<file path="config.mk">
export PLATFORM = sky130hd
export DESIGN_NAME = inst_fetch
export DESIGN_NICKNAME = d
export VERILOG_FILES = /design/src/rtl/inst_fetch_pkg.sv /design/src/rtl/inst_fetch.sv
export SDC_FILE = /design/constraint.sdc
export NUM_CORES = 1
export LEC_CHECK = 0
export CAP_MARGIN = 20
export CORE_MARGIN = 5
export CORE_UTILIZATION = 46
export CTS_BUF_LIST = sky130_fd_sc_hd__clkbuf_8
export CTS_CLUSTER_DIAMETER = 100
export DETAILED_ROUTE_END_ITERATION = 10
export MAX_ROUTING_LAYER = met4
export PLACE_DENSITY = 0.94
export SLEW_MARGIN = 20
export SYNTH_ARGS = -nofsm -noshare
export SYNTH_HDL_FRONTEND = slang
export SYNTH_SLANG_ARGS = --single-unit
</file>
<file path="constraint.sdc">
create_clock -name clk -period 6.2 [get_ports clk]
set_clock_uncertainty 0.1 [all_clocks]
set_input_delay 0.93 -clock clk [delete_from_list [all_inputs] [get_ports clk]]
set_output_delay 0.93 -clock clk [all_outputs]
set_load 0.05 [all_outputs]
</file>
<file path="src/rtl/inst_fetch_pkg.sv">
// inst_fetch_pkg: shared state encoding and constants for the fetch stage
package inst_fetch_pkg;
  typedef enum logic {IF_QUERY = 1'b0, IF_FETCH = 1'b1} if_state_t;
  localparam logic [31:0] ZERO_WORD = 32'h0;
endpackage

</file>
<file path="src/rtl/inst_fetch.sv">
// inst_fetch: PC holder that queries inst_cache and refills it byte-wise from memory on a miss
module inst_fetch
  import inst_fetch_pkg::*;
#(
  parameter int ADDR_W = 32,
  parameter logic [ADDR_W-1:0] RESET_PC = '0
) (
  input  logic              clk,
  input  logic              rst,
  input  logic              rdy,
  input  logic              branch_flag_i,
  input  logic [ADDR_W-1:0] branch_target_i,
  input  logic              stall_i,
  output logic              cache_query_o,
  output logic [ADDR_W-1:0] query_addr_o,
  input  logic              inst_hit_i,
  input  logic [31:0]       inst_cache_i,
  output logic              cache_enable_o,
  output logic [ADDR_W-1:0] cache_addr_o,
  output logic [31:0]       cache_data_o,
  output logic              mem_req_o,
  output logic [ADDR_W-1:0] mem_addr_o,
  input  logic              mem_valid_i,
  input  logic [7:0]        mem_byte_i,
  output logic [ADDR_W-1:0] if_pc_o,
  output logic [31:0]       if_inst_o,
  output logic              if_valid_o
);
  if_state_t state, state_next;
  logic [ADDR_W-1:0] pc;
  logic [1:0] cnt;
  logic [23:0] fill_buf;
  logic active, last_byte;
  assign active = !rst && rdy;
  assign last_byte = mem_valid_i && cnt == 2'd3;
  assign cache_query_o = active && state == IF_QUERY;
  assign mem_req_o = active && state == IF_FETCH;
  // the final byte bypasses the buffer so the write lands in the same cycle it arrives
  assign cache_enable_o = mem_req_o && last_byte;
  assign cache_data_o = {mem_byte_i, fill_buf};
  assign query_addr_o = pc;
  assign cache_addr_o = pc;
  assign mem_addr_o = pc + ADDR_W'(cnt);
  always_comb begin
    state_next = branch_flag_i ? IF_QUERY :
                 state == IF_QUERY ? (inst_hit_i ? IF_QUERY : IF_FETCH) :
                 last_byte ? IF_QUERY : IF_FETCH;
  end
  always_ff @(posedge clk) begin
    if (rst) begin
      state <= IF_QUERY;
      pc <= RESET_PC;
      cnt <= 2'd0;
      fill_buf <= '0;
      if_pc_o <= '0;
      if_inst_o <= ZERO_WORD;
      if_valid_o <= 1'b0;
    end else if (rdy) begin
      state <= state_next;
      if (branch_flag_i) begin
        pc <= {branch_target_i[ADDR_W-1:2], 2'b00};
        cnt <= 2'd0;
        if_valid_o <= 1'b0;
      end else if (state == IF_QUERY) begin
        cnt <= 2'd0;
        if (inst_hit_i && !stall_i) begin
          if_inst_o <= inst_cache_i;
          if_pc_o <= pc;
          if_valid_o <= 1'b1;
          pc <= pc + ADDR_W'(4);
        end else if (!inst_hit_i && !stall_i) begin
          if_valid_o <= 1'b0;
        end
      end else begin
        if (!stall_i) if_valid_o <= 1'b0;
        if (mem_valid_i) cnt <= cnt + 2'd1;
        if (mem_valid_i && cnt != 2'd3) fill_buf[{cnt, 3'b000} +: 8] <= mem_byte_i;
      end
    end
  end
endmodule

</file>
==> run metrics <==
initial antenna violation count=0; clock buffer depth=2; Mapped Area=0.00592 mm²; Net Sw Frac=roughly 30%; Adder-Cell Fraction of Synth Area=1.27%; placed cell area=about 0.008 mm²; most area-hungry cell type in the Yosys netlist=dfxtp_1; IO Port Bufs=266; status=complete, no violations; top flip-flop cell by instance count after synthesis=dfxtp_1; startpoint types=primary input; CTS Buf Count=17; worst path buffer plus inverter count=4; Logic pwr share=19.9%; final hold violation count=0; Final setup viols=0; largest family of logic cells by synthesized area=simple AND/OR/NAND/NOR gates; proportion of layout cells with a drive suffix above 1=4.26%; Fmax=259 MHz; Die H=123 µm; GRT Residual Overflow=0; Synth Area in Compound Gates=about 18%; Max stage delay on crit path=~0.85 ns; xor/xnor share of the synthesized area=0%; cell mode on critical path=clkdlybuf4s50_1; fin crit share=62.3%; #FFs+latches synth=120; Fin Setup TNS=0 ns; critical path class=in -> out; met2 usage=44.9%; Total GRT Usage=27.4%; WP data arrival=2.83 ns; Post-CTS Resized=0; via count=roughly 6400; share of power burned in registers=41.2%; fillers=992; cells taking the most area after synthesis=dfxtp_1 (41%), nand2_1 (11%), a21oi_1 (8.7%), buf_4 (5.6%), clkbuf_1 (5.3%); cell family with most CP delay=buffers and inverters; asr flop ratio synth=0%; NetSw=614 µW; routed len/inst=18.1 µm; core area=0.0126 mm²; grt met1 use=31.6%; H-tree levels=4; routability cong.=between 0.9 and 1; row count=41; Clock power frac=38.8%; CP required=5.17 ns; Simple-Gate Fraction of Synth Area=27.7%; Ys Warns=0; Die W=between 100 and 150 µm; hold slack=0.352 ns; DR vias/cell=5.64; DP Worst Slack=around 2.4 ns; worst path cell trace=clkdlybuf4s50_1 > buf_4 > inv_1 > nor3b_1 > clkdlybuf4s50_1; Post-Route WL=20600 µm; PwrDens=234 mW/mm²; drt first pass iters=7; post-CTS setup buffers=0; max cap viols=0; Final Cell Area=0.00861 mm²; ant diodes=0; met3 Usage GRT=9.15%; Clock transition at path regs=around 0.070 ns; global-route wire length before repair=31400 µm; R2R setup slack=3.51 ns; Worst-Margin Slew=1.01 ns; CTS root buffer=clkbuf_8; clock sinks=between 100 and 150; Layout area overhead=45.5%; worst-path fanout max=16; die area=0.0152 mm²; Max IR drop VDD=0.000160 V; GRT busiest layer=met2; post-synth top area share=40.6%; Pwr Total=2010 µW; sequential area share after synthesis=approximately 41%; syn_area_per_cell=7.49 µm²; number of routed nets with antenna violations=0; Int Pwr=1400 µW; Max Slew Vio Count=0; largest net degree at the start of global routing=82; Clk Latency, worst-skew pair=0.44 ns; cells after synthesis=just under 800; CP startpoint=rdy; RSZ-0062 raised after global routing=no; worst reg2reg startpoint=state$_SDFFE_PP0P_; hold_sp=fill_buf[5]$_SDFFE_PP0P_; Layout Nets=around 1000; Crit. End Element=primary output; Post-CTS Hold Fix Bufs=0; distinct cell type count after synthesis=between 50 and 60; DRC errors left=0; IO Count=275; Final WS setup=2.34 ns; number of DRC markers in iteration 0=670; Starting Density=46.9%; EDFF count, synth=0; Min-Delay Path Class=reg -> reg; CTS tree=built; Tmin final=~3.9 ns; relative slew slack=roughly 33%; CP max stage cell=clkdlybuf4s50_1; Post-DP HPWL=14400 µm; mux contribution to synthesized area=0.338%; vias in the first global route=6048; leakage=0.00281 µW
-- per-layer routing --
layer | vias to the layer above | share of wire [%]
met1 | 2960 | 38
li1 | 3007 | -
met4 | 0 | 2.0
met5 | - | 0
met2 | 380 | 49
met3 | 51 | 11
-- sequential cells by signal, summed over array words and instances (netlist names) --
| name | cells |
|---|---|
| if_inst_o | 32 |
| cache_addr_o | 30 |
| if_pc_o | 30 |
| fill_buf | 24 |
| cnt | 2 |
| if_valid_o | 1 |
| state | 1 |
-- worst register-to-register path, cell delays in order, from the launching register on --
cell,delay [ns]
dfxtp_1,0.37
or4bb_1,0.75
nand2_1,0.73
nand2b_1,0.40
o32ai_1,0.24
-- kinds of logic (layout without fill, tap and decap cells) --
group | Yosys count | count (layout)
and+or+nand+nor | 340 | 340
AOI/OAI and AO/OA | 178 | 178
muxes | 2 | 2
other | 1 | 6
DFF | 120 | 120
adders and majority gates | 6 | 6
buffers and inverters | 143 | 310
-- power groups by stage --
stage / registers, µW / logic (µW) / clock network, µW
final: 831 / 401 / 782
after global routing: 834 / 420 / 829
after CTS: 830 / 402 / 798
after detailed placement: 847 / 400 / 0
after global placement: 846 / 396 / 0
after floorplan: 889 / 219 / 0
-- cells in the mapped netlist, drive strengths merged (9+ instances only) --
| library cell | number |
|---|---|
| nor4 | 13 |
| a21oi | 103 |
| dfxtp | 120 |
| nand4 | 19 |
| nor2 | 21 |
| nand2 | 181 |
| nand3 | 44 |
| clkbuf | 83 |
| a31oi | 9 |
| a22oi | 9 |
| buf | 51 |
| o21ai | 17 |
-- final timing paths --
| kind | end | depth (start not counted) |
|---|---|---|
| worst min register to register | fill_buf[5]$_SDFFE_PP0P_ | 2 |
| worst max register to register | cache_addr_o[13]$_SDFFE_PP0P_ | 4 |
| worst max-delay path | mem_req_o | 5 |
| worst min-delay path | fill_buf[5]$_SDFFE_PP0P_ | 2 |
-- layout by cell type (no fill, tap or decap), types with 2 or more instances in the layout --
master and count:
or3_1 2, o41ai_1 3, o31ai_1 3, conb_1 6
o211ai_1 5, a22oi_1 9, o21ai_0 17, a31oi_1 9
inv_1 9, dfxtp_1 120, mux2i_1 2, clkbuf_8 24
nor2b_1 5, o2111ai_1 2, nor3b_1 5, bufinv_16 3
nor4bb_1 2, a21oi_1 103, nand4_1 19, and2_1 6
o22ai_1 2, nor2_1 21, buf_4 5, nand2b_1 5
nand3_1 44, nand2_1 181, or4_1 8, nor4_1 13
and4_1 4, and3_1 8, nor3_1 6, a21o_1 3
o2bb2ai_1 3, clkinvlp_4 2, ha_1 6, o32ai_1 3
a311o_1 3, clkdlybuf4s50_1 264, a211oi_1 3, nand4b_1 4
-- final cells by class --
| type | count | area [µm²] | area share (%) |
|---|---|---|---|
| sequential | 120 | 2400 | 27.9 |
| multi-input combinational | 532 | 2830 | 32.8 |
| timing repair buffer | 270 | 2690 | 31.2 |
| tap | 172 | 215 | 2.50 |
| inverter | 9 | 33.8 | 0.392 |
| clock inverter | 7 | 114 | 1.32 |
| clock buffer | 24 | 330 | 3.84 |
-- per-stage QoR --
step	instances	utilization, %
floorplan	795	-
global placement	1103	64.7
detailed placement	1103	64.7
CTS	1134	68.2
global route	1134	68.2
finish	1134	68.2
(Power assumes the default switching activity.)
